===== config.mk =====
export PLATFORM = sky130hd
export DESIGN_NAME = instr_sequencer
export DESIGN_NICKNAME = d
export VERILOG_FILES = /design/src/rtl/instr_sequencer.sv
export SDC_FILE = /design/constraint.sdc
export NUM_CORES = 1
export LEC_CHECK = 0
export CAP_MARGIN = 15
export CORE_AREA = 2 2 74 76
export DETAILED_ROUTE_END_ITERATION = 10
export DIE_AREA = 0 0 76 78
export PLACE_DENSITY = 0.74
export SYNTH_ARGS = -nofsm -noshare
export SYNTH_HDL_FRONTEND = slang
export SYNTH_SLANG_ARGS = --single-unit
export TNS_END_PERCENT = 10

===== constraint.sdc =====
create_clock -name clk -period 2.91 [get_ports clk]
set_clock_uncertainty 0.2 [all_clocks]
set_input_delay 0.873 -clock clk [delete_from_list [all_inputs] [get_ports clk]]
set_output_delay 0.873 -clock clk [all_outputs]
set_load 0.01 [all_outputs]

===== src/rtl/instr_sequencer.sv =====
// instr_sequencer: 4-entry prefetch FIFO feeding a four-step instruction sequencer.
// An LDI word consumes the following stream word as its immediate operand.
// Optional HALT opcode (110) support is compiled in when INSTR_SEQ_HALT_EN is defined.
module instr_sequencer #(
   parameter int unsigned DEPTH  = 4,
   parameter logic [2:0]  LDI_OP = 3'b101
) (
   input  logic       clk,
   input  logic       resetn,
   input  logic       run,
   input  logic [8:0] instr_data,
   input  logic       instr_valid,
   output logic       instr_ready,
   output logic [8:0] in,
   output logic [1:0] cont,
   output logic [8:0] immediate,
   output logic       busy,
   output logic       done
`ifdef INSTR_SEQ_HALT_EN
   ,
   output logic       halted
`endif
);

   localparam int unsigned AW = (DEPTH > 1) ? $clog2(DEPTH) : 1;

`ifdef INSTR_SEQ_HALT_EN
   localparam logic [2:0] HALT_OP = 3'b110;
   typedef enum logic [1:0] {StIdle, StWaitImm, StExec, StHalt} state_e;
`else
   typedef enum logic [1:0] {StIdle, StWaitImm, StExec} state_e;
`endif

   // Prefetch FIFO storage and bookkeeping
   logic [8:0]    r_mem [DEPTH];
   logic [AW-1:0] r_wptr;
   logic [AW-1:0] r_rptr;
   logic [AW:0]   r_count;

   logic          w_full;
   logic          w_empty;
   logic          w_push;
   logic          w_pop;
   logic [8:0]    w_head;

   // Sequencer state and registered outputs
   state_e        r_state;
   state_e        w_state_d;
   logic [8:0]    r_in;
   logic [8:0]    w_in_d;
   logic [1:0]    r_cont;
   logic [1:0]    w_cont_d;
   logic [8:0]    r_imm;
   logic [8:0]    w_imm_d;
   logic          w_issue;

   assign w_full      = (r_count == (AW+1)'(DEPTH));
   assign w_empty     = (r_count == '0);
   // Ready depends only on the stored count, so a same-cycle pop never frees a full FIFO.
   assign instr_ready = ~w_full;
   assign w_push      = instr_valid & ~w_full;
   assign w_head      = r_mem[r_rptr];

   // FIFO data array; no reset needed since count gates every read
   always_ff @(posedge clk) begin
      if (w_push) begin
         r_mem[r_wptr] <= instr_data;
      end
   end

   // FIFO pointers and occupancy; pointers wrap naturally because DEPTH is a power of two
   always_ff @(posedge clk) begin
      if (resetn) begin
         r_wptr  <= '0;
         r_rptr  <= '0;
         r_count <= '0;
      end else begin
         if (w_push) begin
            r_wptr <= r_wptr + 1'b1;
         end
         if (w_pop) begin
            r_rptr <= r_rptr + 1'b1;
         end
         if (w_push && !w_pop) begin
            r_count <= r_count + 1'b1;
         end else if (!w_push && w_pop) begin
            r_count <= r_count - 1'b1;
         end
      end
   end

   // Sequencer state register and registered outputs
   always_ff @(posedge clk) begin
      if (resetn) begin
         r_state <= StIdle;
         r_in    <= '0;
         r_cont  <= 2'b00;
         r_imm   <= '0;
      end else begin
         r_state <= w_state_d;
         r_in    <= w_in_d;
         r_cont  <= w_cont_d;
         r_imm   <= w_imm_d;
      end
   end

   // Next-state logic: step counting, immediate fetch and instruction issue
   always_comb begin
      w_state_d = r_state;
      w_in_d    = r_in;
      w_cont_d  = r_cont;
      w_imm_d   = r_imm;
      w_pop     = 1'b0;
      w_issue   = 1'b0;

      unique case (r_state)
         StIdle: begin
            w_cont_d = 2'b00;
            w_issue  = run & ~w_empty;
         end
         StWaitImm: begin
            // The immediate is taken regardless of run so an LDI never stalls half-issued.
            if (!w_empty) begin
               w_pop     = 1'b1;
               w_imm_d   = w_head;
               w_state_d = StExec;
               w_cont_d  = 2'b00;
            end
         end
         StExec: begin
            if (r_cont == 2'b11) begin
               w_issue = run & ~w_empty;
               if (!w_issue) begin
                  w_state_d = StIdle;
                  w_cont_d  = 2'b00;
               end
            end else begin
               w_cont_d = r_cont + 2'd1;
            end
         end
`ifdef INSTR_SEQ_HALT_EN
         StHalt: begin
            w_cont_d = 2'b00;
         end
`endif
         default: begin
            w_state_d = StIdle;
            w_cont_d  = 2'b00;
         end
      endcase

      // Shared issue path for IDLE and the back-to-back wrap out of step 11
      if (w_issue) begin
         w_pop    = 1'b1;
         w_in_d   = w_head;
         w_cont_d = 2'b00;
         if (w_head[8:6] == LDI_OP) begin
            w_state_d = StWaitImm;
`ifdef INSTR_SEQ_HALT_EN
         end else if (w_head[8:6] == HALT_OP) begin
            w_state_d = StHalt;
`endif
         end else begin
            w_state_d = StExec;
         end
      end
   end

   assign in        = r_in;
   assign cont      = r_cont;
   assign immediate = r_imm;
   assign busy      = (r_state != StIdle);
   assign done      = (r_state == StExec) && (r_cont == 2'b11);
`ifdef INSTR_SEQ_HALT_EN
   assign halted    = (r_state == StHalt);
`endif

endmodule


Word level (Yosys, flattened, before mapping)

Memories as Yosys holds them, arrays and structs flattened. A register that Yosys moved wholly into a read port is not among the register bits.
Cells that the tools add are included.

Bits in registers: 29
Bits in latches: 0
Memory bits (writable): 36
ROM bits: 0
Output and inout bits: 23
Logic and storage cells: 61
Memories: 1

Add/sub/neg operators: 5
Multiply operators: 0
Div/mod/pow operators: 0
Magnitude comparators: 0
Eq/ne operators: 11
Shift operators: 0
Multiplexer cells: 20
Bitwise logic cells: 4
Reduce and logical (&&, ||, !) cells: 13

Memory list:

| name  | words | width | rd ports | clocked after memory_dff | write ports | RTL line | source |
|---|---|---|---|---|---|---|---|
| r_mem | 4     | 9     | 1        | 1                        | 1           | 35       | `logic [8:0] r_mem [DEPTH];` |

Operators with widths:

| operator            | count |
|---|---|
| $mux 2              | 9 |
| $ne 3x3->1 const B  | 4 |
| $add 2x1->2 const B | 3 |
| $eq 3x3->1 const B  | 2 |
| $mux 1              | 6 |
| $mux 3              | 2 |
| $pmux 2 s3          | 1 |
| $eq 2x2->1 const B  | 2 |
| $ne 2x2->1 const B  | 2 |
| $pmux 2 s2          | 1 |
| $reduce_and 2->1    | 2 |
| $reduce_and 4->1    | 1 |
| $reduce_bool 2->1   | 2 |
| $add 3x1->3 const B | 1 |
| $logic_and 1x1->1   | 3 |
| $logic_not 3->1     | 1 |
| $sub 3x1->3 const B | 1 |
| $and 1x1->1         | 2 |
| $eq 2x1->1 const B  | 1 |
| $logic_not 1->1     | 2 |
| $logic_not 2->1     | 1 |
| $not 1->1           | 2 |
| $pmux 1 s2          | 1 |
| $reduce_or 2->1     | 1 |

Longest topological paths before layout

Depth after elaboration: 9
Mapped depth: 11
Mapped depth without buffers: 10

Worst setup path after synthesis

Ideal clock, no wire load.

Kind: in2reg
Start: in run
End: reg r_count[2]
Setup time: 71 ps
Arrival: 2,451 ps
Required time: 2,639 ps
Path slack: 187 ps
Stages on the path: 10
Buffers on the path: 1
Cells stage by stage: o31ai_4 nor3_4 buf_6 nor2_1 ha_1 inv_1 fa_1 xor2_1 or3_1 a21oi_1

Word-level cells in the longest chain between the ends: 7
Elaborated cells between the ends (all ways): 9

RTL lines:

| item                                        | RTL line | source |
|---|---|---|
| start, declared                             | 10       | `input logic run,` |
| $and 1x1->1 (*)                             | 119, 132 |  |
| $mux 1                                      | 131      | `if (r_cont == 2'b11) begin` |
| $pmux 1 s2 (*)                              | 116      | `unique case (r_state)` |
| $mux 1 (*)                                  | 153      | `if (w_issue) begin` |
| $logic_not 1->1                             | 84       | `if (w_push && !w_pop) begin` |
| $logic_and 1x1->1                           | 84       |  |
| $mux 3 or $reduce_bool 2->1 (tied branches) | -        |  |
| end signal, assigned                        | 85       | `r_count <= r_count + 1'b1;` |
| end signal, assigned                        | 87       | `r_count <= r_count - 1'b1;` |
| end, declared                               | 38       | `logic [AW:0] r_count;` |

Every way passes the cells marked *; elsewhere a longest branch is shown, timed or not.
A chain may end at the register's enable or synchronous reset.

Final worst setup path

Ends and elaborated chain as after synthesis.

==> results <==
- The flip-flop and latch count after synthesis is 67.
- The weighted congestion at the end of routability-driven global placement is a little under 0.8.
- Of all cell types, the one taking the most synthesized area is sky130_fd_sc_hd__edfxtp_1.
- The number of nets in the synthesized netlist is 203.
- STA classifies the critical path endpoint as a register.
- The worst stage delay on the critical path is 0.44 ns.
- The clock latency of the later-clocked register in the worst-skew pair is 0.33 ns.
- After detailed routing, the number of vias per cell comes to 5.17.
- The switching share of power is 0.296.
- Setup violations remaining at the end of the flow were counted as 0.
- Derived from the worst setup path, the maximum achievable clock frequency is 363 MHz.
- The worst-case IR drop observed on VDD is 0.455 mV.
- During I/O placement, the number of pins put on the boundary was 36.
- The type of the worst min-delay path is reg -> reg.
- Of the synthesized area, sequential elements account for 0.633.
- After clock tree synthesis, the setup repair step added 0 buffers.
- The aggregate global-route resource usage is 0.181.
- The clock passes through at most 2 buffers.
- Cell internal power was estimated by the tool at 0.00186 W.
- Post-CTS repair changed the size of 0 cells.
- The total power draw is 0.00265 W.
- The top cell type's share of synthesized area is 0.402.
- The slowest stage cell on the critical path is sky130_fd_sc_hd__clkdlybuf4s50_1.
- The routed length per placed instance is 15.4 microns.
- The number of antenna violations at the first check in global routing is 0.
- The count of endpoints failing hold in the final timing report is 0.
- In the routed design, unresolved DRC markers number 0.
- The number of buffers created by CTS is 9.
- Summing every instance area after synthesis gives 2690 sq um.
- Yosys attributes the largest share of cell area to sky130_fd_sc_hd__edfxtp_1, sky130_fd_sc_hd__dfxtp_1, sky130_fd_sc_hd__mux2i_1.
- TritonCTS built the clock tree.
- The share of final-layout standard cells stronger than drive strength 1 is 0.139.
- The share of total power dissipated in the clock network is 0.236.
- The most frequently used flop master after synthesis is sky130_fd_sc_hd__edfxtp_1.
- The number of fill cells is between 300 and 400.
- In this run the power spent charging and discharging nets is 0.000783 W.
- The count of cell types in the netlist is 37.
- The repair_antennas step left the layout with diodes totalling 0.
- In the synthesized netlist, the number of instances is 183.
- The die outline area is 5930 sq um.
- The critical path is of the in -> reg type.
- Entering global routing, the biggest net connects 30 pins.
- From left edge to right edge, the die measures 76 microns.
- The total power density per cell area is roughly 800 nW/um^2.
- At the pin with the least slew margin, the transition time is between 0.5 and 0.6 ns.
- After synthesis, the share of flip-flops with an asynchronous set or reset is 0.
- The wire length of the first global-routing pass is between 8000 and 9000 microns.
- STA puts the critical path data arrival time at 2.82 ns.
- Hold repair after CTS inserted 0 buffers.
- The routed wire length is 4740 microns.
- The initial core utilization is 0.533.
- The sum of buffers and inverters on the critical path is 2.
- Dividing the final minimum period by the clock period gives 0.948.
- The layout net count is roughly 250.
- The leakage power total is 1.19 nW.
- The first routing iteration left 147 violations.
- The synthesized design contains 36 enable-type register cells.
- The length of the first detailed-routing pass in iterations is 5.
- The post-synthesis average cell area is 14.7 sq um.
- The max-capacitance violation count is 0.
- The die is 78 microns tall.
- Among cell families on the critical path, the largest total delay comes from adder cells.
- The required time reported for the critical path endpoint is about 3.0 ns.
- The part of the total power dissipated in combinational logic is 0.284.
- The post-detailed-route count of antenna-violating nets is 0.
- Clock-pin slew was measured on the worst setup and hold paths at 0.07 ns.
- The run finished with clean final reports.
- The H-tree was split into 3 levels.
- Walking the worst path, the cells encountered are clkdlybuf4s50_1 -> o31ai_4 -> nor3_4 -> nor2_1 -> ha_1 -> inv_1 -> fa_1 -> xor2_1 -> or3_1 -> a21oi_1.
- The worst setup path is launched from a primary input.
- The cell sitting at the root of the clock tree is a sky130_fd_sc_hd__clkbuf_8.
- Across all layers, the routed design uses roughly 1600 vias.
- The final critical delay including setup and external delays is 2.76 ns.
- The maximum fanout along the worst path is 2.
- Setup repair after global routing left no endpoint under its margin.
- Summed over all nets, the half-perimeter wirelength after detailed placement is ~3300 microns.
- The sum of overflow across all layers after global routing is 0.
- The initialized floorplan defines 26 standard-cell rows.
- The part of the total power dissipated in sequential elements is 0.480.
- The core region is 5040 sq um.
- Clock tree synthesis found a total of 67 sinks.
- Compared with the post-synthesis result, the final layout area differs by 23.1%.
- The number of buffers added on ports is 35.
- The number of global-route vias before repair came to 1674.
- The number of slew-limit violations in the final report is 0.
- The number of synthesis warnings is 0.
- The post-route core utilization is 0.657.
- The worst pin sits at a relative slew slack of 0.650.
==> metrics by stage <==
stage          setup TNS, ns  worst slack (ns)  instances  hold slack, ns  instance area, sq um
2_1_floorplan              0             0.187        183           0.314                  2690
3_3_place_gp          -0.103            -0.103        291           0.281                  3160
3_5_place_dp          -0.222            -0.205        291           0.282                  3160
4_1_cts                    0             0.141        307           0.299                  3310
5_1_grt                    0            0.0331        307           0.316                  3310
6_report                   0             0.152        307           0.295                  3310
==> registers in the layout, summed over array words and instances, names as in the netlist, named ones only <==
register and count:
r_mem 36, r_wptr 2, cont 2, r_state 2
r_rptr 2, r_count 3, immediate 9, in 9
==> worst register-to-register path, stage by stage (launching register included) <==
cell and delay, ns:
sky130_fd_sc_hd__dfxtp_1 0.33, sky130_fd_sc_hd__ha_1 0.23, sky130_fd_sc_hd__nor2b_1 0.21, sky130_fd_sc_hd__nor3_4 0.05, sky130_fd_sc_hd__nor2_1 0.11, sky130_fd_sc_hd__ha_1 0.18
sky130_fd_sc_hd__inv_1 0.06, sky130_fd_sc_hd__fa_1 0.37, sky130_fd_sc_hd__xor2_1 0.16, sky130_fd_sc_hd__or3_1 0.31, sky130_fd_sc_hd__a21oi_1 0.15
==> placed cells by master, fill, tap and decap left out, types with 2 or more instances in the layout <==
cell type and instances:
sky130_fd_sc_hd__a21oi_1 2, sky130_fd_sc_hd__and2_1 4, sky130_fd_sc_hd__buf_4 10, sky130_fd_sc_hd__clkbuf_1 4, sky130_fd_sc_hd__clkbuf_8 9, sky130_fd_sc_hd__clkdlybuf4s50_1 35, sky130_fd_sc_hd__clkinv_2 3, sky130_fd_sc_hd__dfxtp_1 31
sky130_fd_sc_hd__edfxtp_1 36, sky130_fd_sc_hd__ha_1 6, sky130_fd_sc_hd__inv_1 4, sky130_fd_sc_hd__mux2i_1 21, sky130_fd_sc_hd__mux4_1 6, sky130_fd_sc_hd__mux4_2 3, sky130_fd_sc_hd__nor2_1 31, sky130_fd_sc_hd__nor2b_1 3
sky130_fd_sc_hd__nor3_1 5, sky130_fd_sc_hd__o21ai_0 2, sky130_fd_sc_hd__or3_1 2, sky130_fd_sc_hd__xor2_1 2
==> power by group through the flow <==
stage                     registers (W)  logic (W)  clock network (W)
after detailed placement        0.00129   0.000756                  0
after global placement          0.00128   0.000719                  0
final                           0.00127   0.000752           0.000624
after floorplan                 0.00126   0.000511                  0
after global routing            0.00129   0.000825           0.000689
after CTS                       0.00127   0.000760           0.000643
==> final timing paths <==
kind,end,cells past startpoint,start,slack [ns]
hold reg to reg,in[5],2,in[5],0.30
hold / removal,in[5],2,in[5],0.30
setup reg to reg,r_count[2],10,cont[0],0.48
setup / recovery,r_count[2],10,run,0.15
==> synth_stat cells (all sizes together), types with 2 or more instances <==
library cell / instances
a21oi: 2
and2: 4
buf: 4
clkbuf: 3
dfxtp: 31
edfxtp: 36
ha: 6
inv: 4
mux2i: 21
mux4: 9
nor2: 31
nor2b: 3
nor3: 7
o21ai: 2
or3: 2
xor2: 2
==> routing by layer <==
metal	up-vias	GRT usage	part of all wire
li1	764	-	-
met1	768	0.222	0.43
met2	45	0.294	0.51
met3	11	0.0395	0.036
met4	0	0.116	0.026
met5	-	0	0
==> kinds of logic (layout without fill, tap and decap cells) <==
family / Yosys count / count (layout) / synth area share
buffers and inverters: 11 / 65 / 0.0223
muxes: 31 / 31 / 0.167
xor gates and xnor gates: 3 / 3 / 0.00977
AOI/OAI and AO/OA: 10 / 10 / 0.0316
adders and majority gates: 7 / 7 / 0.0353
and+or+nand+nor: 54 / 54 / 0.101
DFF: 67 / 67 / 0.633
==> final cells by class <==
type	instances	area, sq um	share of cell area
clock inverter	3	15.0	0.00453
multi-input combinational	105	928	0.280
clock buffer	13	139	0.0419
inverter	4	15.0	0.00453
tap	70	87.6	0.0264
sequential	67	1700	0.514
timing repair buffer	45	425	0.128
No activity file was read; power rests on OpenSTA's default activity.
